File: src/rtl/multi_counter.sv
// Bank of CHANNELS independent WIDTH-bit up/down counters with load, limit, wrap/saturate and sticky overflow.
// Define CNT_SNAPSHOT_EN to add the snap strobe and the snap_cnt snapshot registers.
module multi_counter #(
  parameter int unsigned WIDTH    = 8,
  parameter int unsigned CHANNELS = 2,
  parameter int unsigned RST_VAL  = 0
) (
  input  logic                         clk,
  input  logic                         rst,
  input  logic [CHANNELS-1:0]          en,
  input  logic [CHANNELS-1:0]          up,
  input  logic [CHANNELS-1:0]          load,
  input  logic [CHANNELS*WIDTH-1:0]    load_val,
  input  logic [CHANNELS*WIDTH-1:0]    limit,
  input  logic [CHANNELS-1:0]          sat,
  input  logic [CHANNELS-1:0]          clr_ovf,
`ifdef CNT_SNAPSHOT_EN
  input  logic                         snap,
  output logic [CHANNELS*WIDTH-1:0]    snap_cnt,
`endif
  output logic [CHANNELS*WIDTH-1:0]    cnt,
  output logic [CHANNELS-1:0]          tc,
  output logic [CHANNELS-1:0]          ovf
);

  localparam int unsigned TOTAL_W = CHANNELS * WIDTH;

  logic [TOTAL_W-1:0]  cnt_nxt;
  logic [CHANNELS-1:0] tc_nxt;
  logic [CHANNELS-1:0] ovf_nxt;
  logic [WIDTH-1:0]    cur;
  logic [WIDTH-1:0]    lim;
  logic [WIDTH-1:0]    lv;
  logic [WIDTH-1:0]    nxt;
  logic                term;

  // Per-channel next state: load beats count; a terminal event drives tc and sets ovf.
  always_comb begin
    cnt_nxt = cnt;
    tc_nxt  = '0;
    ovf_nxt = ovf;
    cur     = '0;
    lim     = '0;
    lv      = '0;
    nxt     = '0;
    term    = 1'b0;
    for (int i = 0; i < CHANNELS; i++) begin
      cur  = cnt[i*WIDTH +: WIDTH];
      lim  = limit[i*WIDTH +: WIDTH];
      lv   = load_val[i*WIDTH +: WIDTH];
      nxt  = cur;
      term = 1'b0;
      if (load[i]) begin
        nxt = (lv > lim) ? lim : lv;
      end else if (en[i]) begin
        if (up[i]) begin
          if (cur >= lim) begin
            term = 1'b1;
            nxt  = sat[i] ? lim : '0;
          end else begin
            nxt = cur + WIDTH'(1);
          end
        end else begin
          // A count left above a lowered limit is pulled back without a terminal event.
          if (cur > lim) begin
            nxt = lim;
          end else if (cur == '0) begin
            term = 1'b1;
            nxt  = sat[i] ? '0 : lim;
          end else begin
            nxt = cur - WIDTH'(1);
          end
        end
      end
      cnt_nxt[i*WIDTH +: WIDTH] = nxt;
      tc_nxt[i]                 = term;
      ovf_nxt[i]                = term | (ovf[i] & ~clr_ovf[i]);
    end
  end

  always_ff @(posedge clk) begin
    if (rst) begin
      cnt <= {CHANNELS{WIDTH'(RST_VAL)}};
      tc  <= '0;
      ovf <= '0;
    end else begin
      cnt <= cnt_nxt;
      tc  <= tc_nxt;
      ovf <= ovf_nxt;
    end
  end

`ifdef CNT_SNAPSHOT_EN
  // Snapshot captures the post-edge counter value so it matches cnt after the same edge.
  always_ff @(posedge clk) begin
    if (rst) begin
      snap_cnt <= '0;
    end else if (snap) begin
      snap_cnt <= cnt_nxt;
    end
  end
`endif

endmodule

File: config.mk
export PLATFORM = sky130hd
export DESIGN_NAME = multi_counter
export DESIGN_NICKNAME = d
export VERILOG_FILES = /design/src/rtl/multi_counter.sv
export SDC_FILE = /design/constraint.sdc
export NUM_CORES = 1
export LEC_CHECK = 0
export CAP_MARGIN = 20
export CORE_ASPECT_RATIO = 1.25
export CORE_MARGIN = 2
export CORE_UTILIZATION = 50
export CTS_BUF_LIST = sky130_fd_sc_hd__clkbuf_16
export DETAILED_ROUTE_END_ITERATION = 12
export PLACE_DENSITY = 0.79
export SYNTH_ARGS = -nofsm -noshare
export SYNTH_HDL_FRONTEND = slang
export SYNTH_SLANG_ARGS = --single-unit
export TNS_END_PERCENT = 100
File: constraint.sdc
create_clock -name clk -period 4.4 [get_ports clk]
set_input_delay 0.66 -clock clk [delete_from_list [all_inputs] [get_ports clk]]
set_output_delay 0.66 -clock clk [all_outputs]
set_load 0.01 [all_outputs]
# Word-level counts from Yosys, hierarchy flattened
# Index checks and enable logic that the tools add are counted.
# Widths: inputs -> output; s select.
# word_totals
out_inout_bits	20
romBits	0
mem_count	0
inputBits	44
register_bits	20
elab_cells	54
ramBits	0
latch_bits	0
# op_classes
n_mul	0
muxes	30
order_cmp	6
reduce_logical	4
n_shift	0
n_div	0
n_bitwise	6
addsub	4
eq_ne	0
# ops
op	n
$mux 8	18
$gt 8x8->1	4
$add 8x1->8 const B	2
$ge 8x8->1	2
$logic_not 8->1	2
$sub 8x1->8 const B	2
$mux 1	12
$reduce_bool 2->1	2
$and 1x1->1	2
$not 1->1	2
$or 1x1->1	2

# Longest topological paths before layout
# logic_depth
ltp_word	7
depth_mapped	9
ltp_nobuf	8

# Least setup slack after synthesis
# No wires, ideal clock.
# synth_timing
path_type	input port to flip-flop
from	in limit[7]
to	reg cnt[7]
path_buffers	0
required_time_ps	4272
slack_ps	1899
arrival_ps	2374
setup_time_ps	128
path_stages	7
path_cell_list	inv_1 -> ha_1 -> nand4_1 -> or2_2 -> a221o_4 -> a221oi_2 -> o32ai_2
# synth_via
elab_chain_len	6
elab_cells_between_ends	12
cone_classes	order compare (3); mux (9)
# synth_lines
element	line_no	source
start: declaration	14	input logic [CHANNELS*WIDTH-1:0] limit,
branches (longest 5 deep; another with $gt 8x8->1)	-	
$mux 8 (*)	53	if (load[i]) begin
end signal: assignment	83	cnt <= {CHANNELS{WIDTH'(RST_VAL)}};
end signal: assignment	87	cnt <= cnt_nxt;
end: declaration	21	output logic [CHANNELS*WIDTH-1:0] cnt,
# Every way passes the cells marked *. The select of a mux whose other input is x is not followed.
# A chain may end at the register's enable or synchronous reset.

# Final worst setup path
# layout_timing
from	in limit[7]
to	reg cnt[4]
# layout_via
elab_chain_len	5
elab_cells_between_ends	9
cone_classes	order compare (3); mux (6)
# layout_lines
element	line_no	source
$gt 8x8->1 or $ge 8x8->1 (tied branches)	65, 57	
$mux 8 (on tied branches)	65, 57	
$mux 8	56	if (up[i]) begin
$mux 8	55	end else if (en[i]) begin
$mux 8 (*)	53	
# Mark *: on every way between the ends. The rest lies on a longest branch, timed or not. The select of a mux whose other input is x is not followed.

==> metrics.md <==
| Metric | Value |
|---|---|
| Run status | `complete, no violations` |
| Layout Skew | `0.00774 ns` |
| ANT nets after route | `0` |
| Initial Util | `0.521` |
| Sw frac | `0.427` |
| Cts repair resizes | `0` |
| CTS tree | `built` |
| #FFs+latches synth | `20` |
| F_max | `298 MHz` |
| Core Box Area | `5860 sq um` |
| Dominant synthesized flop cell | `dfxtp_1` |
| Final net count | `538` |
| Max-Cap Viols | `0` |
| Largest cells by area after synthesis | `ha_1, dfxtp_1, a21oi_1, o21ai_0, inv_1` |
| Sequential fraction of the synthesis area | `0.131` |
| Die X | `73.9 um` |
| Clock share of power | `0.199` |
| Worst-Margin Slew | `0.909 ns` |
| Post-Syn Instances | `408` |
| Post-CTS setup buffer count | `0` |
| Final core utilization | `0.646` |
| Full die area | `6750 sq um` |
| CP Launch Type | `primary input` |
| Most frequent cells in the layout | `clkdlybuf4s50_1, ha_1, a21oi_1` |
| Synth warnings | `0` |
| Hold buffers post-CTS | `0` |
| Initial antenna violation count | `0` |
| Total GRT Usage | `0.310` |
| Post-synth ARST share | `0` |
| Fin crit period | `3.36 ns` |
| Boundary Pins | `64` |
| Critical path endpoint category | `flip-flop` |
| Largest area contributor in the netlist | `ha_1` |
| RSZ-0062 raised after global routing | `false` |
| Layout area overhead | `23.9%` |
| Wire length per cell | `19.3 um` |
| Ratio of total power to cell area | `264 nW/um^2` |
| Register share of total power | `0.267` |
| Worst Setup Path Type | `primary input to flip-flop` |
| Area of the multi-input gates | `2430 sq um` |
| Vias | `3603` |
| P_int | `571 uW` |
| Critical Path RT | `4.56 ns` |
| Rows | `31` |
| Layout cells sized above 1 | `0.0571` |
| Max VDD drop | `0.000153 V` |
| Drt initial violations | `432` |
| Hold_ws | `0.465 ns` |
| Commonest non-fill, non-tap cell in the layout | `clkdlybuf4s50_1` |
| Crit-path max FO | `7` |
| Min-delay worst type | `flip-flop to flip-flop` |
| Drt pass-1 iters | `5` |
| DP HPWL | `7.86 mm` |
| CTS buffer count | `3` |
| Port Buffers | `63` |
| Clock transition at path regs | `0.07 ns` |
| Diodes inserted | `0` |
| Syn_nets | `490` |
| Final Slew Violations | `0` |
| Root Driver | `clkbuf_16` |
| Routability Congestion | `0.928` |
| Cell area after synthesis | `3050 sq um` |
| First-pass GRT wire length | `16.6 mm` |
| Die Ht | `91.3 um` |
| Post-Route WL | `10.4 mm` |
| Comb pwr share | `0.534` |
| Max_slew headroom | `0.390` |
| DRC | `0` |
| Final Cycle Share | `0.764` |
| Post-synth top area share | `0.156` |
| Largest net degree at the start of global routing | `18` |
| Setup TNS | `0 ns` |
| Via density | `6.71` |
| Critical path arrival | `3.52 ns` |
| Clock latency on the worst-skew pair | `0.26 ns` |
| Vias in the first global route | `3537` |
| Total gr overflow | `0` |
| EDFF count, synth | `0` |
| FF/Latch Area | `400 sq um` |
| Synth unique cells | `56` |
| Final setup vio count | `0` |
| Max clock buf depth | `2` |
| Fillers | `538` |
| # clock sinks | `20` |
| Mean post-synth cell area | `7.48 sq um` |
| Leakage | `0.00152 uW` |
| Sw Pwr | `426 uW` |
| Final Hold Fails | `0` |
| H-tree levels | `1` |
==> power by group through the flow <==
stage,registers (uW),logic [uW],clock network [uW]
2_1_floorplan,239,359,0
3_3_place_gp,267,508,0
3_5_place_dp,267,519,0
4_1_cts,263,524,200
5_1_grt,273,582,208
6_report,266,532,198
==> cells in the mapped netlist, drive strengths merged (12+ instances only) <==
| cell | count |
|---|---|
| nor3 | 13 |
| clkbuf | 17 |
| ha | 38 |
| xor2 | 12 |
| nor2 | 19 |
| a21oi | 35 |
| o21ai | 34 |
| a221oi | 14 |
| nand2 | 27 |
| inv | 29 |
| dfxtp | 20 |
==> critical path: stages <==
cell	delay (ns)
clkdlybuf4s50_1	0.56
inv_1	0.09
ha_1	0.33
a21oi_1	0.22
o21ai_0	0.36
a211oi_1	0.85
a221oi_1	0.17
o32ai_1	0.28
==> per-layer routing <==
metal  GRT usage  share of wire  up-vias  wire length [um]
met5           0              0        -                 0
met4       0.192          0.063        0               658
met3      0.0311          0.061       52               638
met2       0.561           0.50      207              5220
met1       0.330           0.37     1664              3860
li1            -              -     1680                 -
==> area by class of cell <==
type,instances,area share
Timing Repair Buffer,67,0.175
Sequential cell,20,0.106
Tap cell,82,0.0271
Inverter,29,0.0288
Clock inverter,1,0.000993
Multi-Input combinational cell,335,0.643
Clock buffer,3,0.0199
==> sequential cells by signal (all words and copies together) (netlist names) <==
name,flops
cnt,16
ovf,2
tc,2
==> stage by stage <==
step                      power [uW]  std cells  setup slack [ns]  area [sq um]
after detailed placement         786        533             0.818          3700
after CTS                        987        537              1.09          3780
after floorplan                  598        408              1.90          3050
final                            997        537              1.04          3780
after global routing            1060        537             0.869          3780
after global placement           775        533             0.911          3700
==> path summary, 6_finish.rpt <==
kind                                       endpoint           startpoint  cells past startpoint  slack [ns]
worst max-delay path            cnt[4]$_SDFFE_PP0P_             limit[7]                      8        1.04
worst min-delay path              ovf[1]$_SDFF_PP0_    ovf[1]$_SDFF_PP0_                      2        0.47
worst max register to register  cnt[4]$_SDFFE_PP0P_  cnt[7]$_SDFFE_PP0P_                      6        1.50
worst min register to register    ovf[1]$_SDFF_PP0_    ovf[1]$_SDFF_PP0_                      2        0.47
==> cells by family after synthesis <==
| logic type | after synthesis | share of synthesized area |
|---|---|---|
| buffers and inverters | 53 | 0.0726 |
| AND/OR/NAND/NOR | 116 | 0.205 |
| multiplexers | 1 | 0.00369 |
| AO/OA/AOI/OAI | 159 | 0.371 |
| XOR/XNOR | 21 | 0.0603 |
| flip-flops | 20 | 0.131 |
| adder cells (fa/ha/maj) | 38 | 0.156 |
Note: power is estimated with default switching activity, not from simulation.
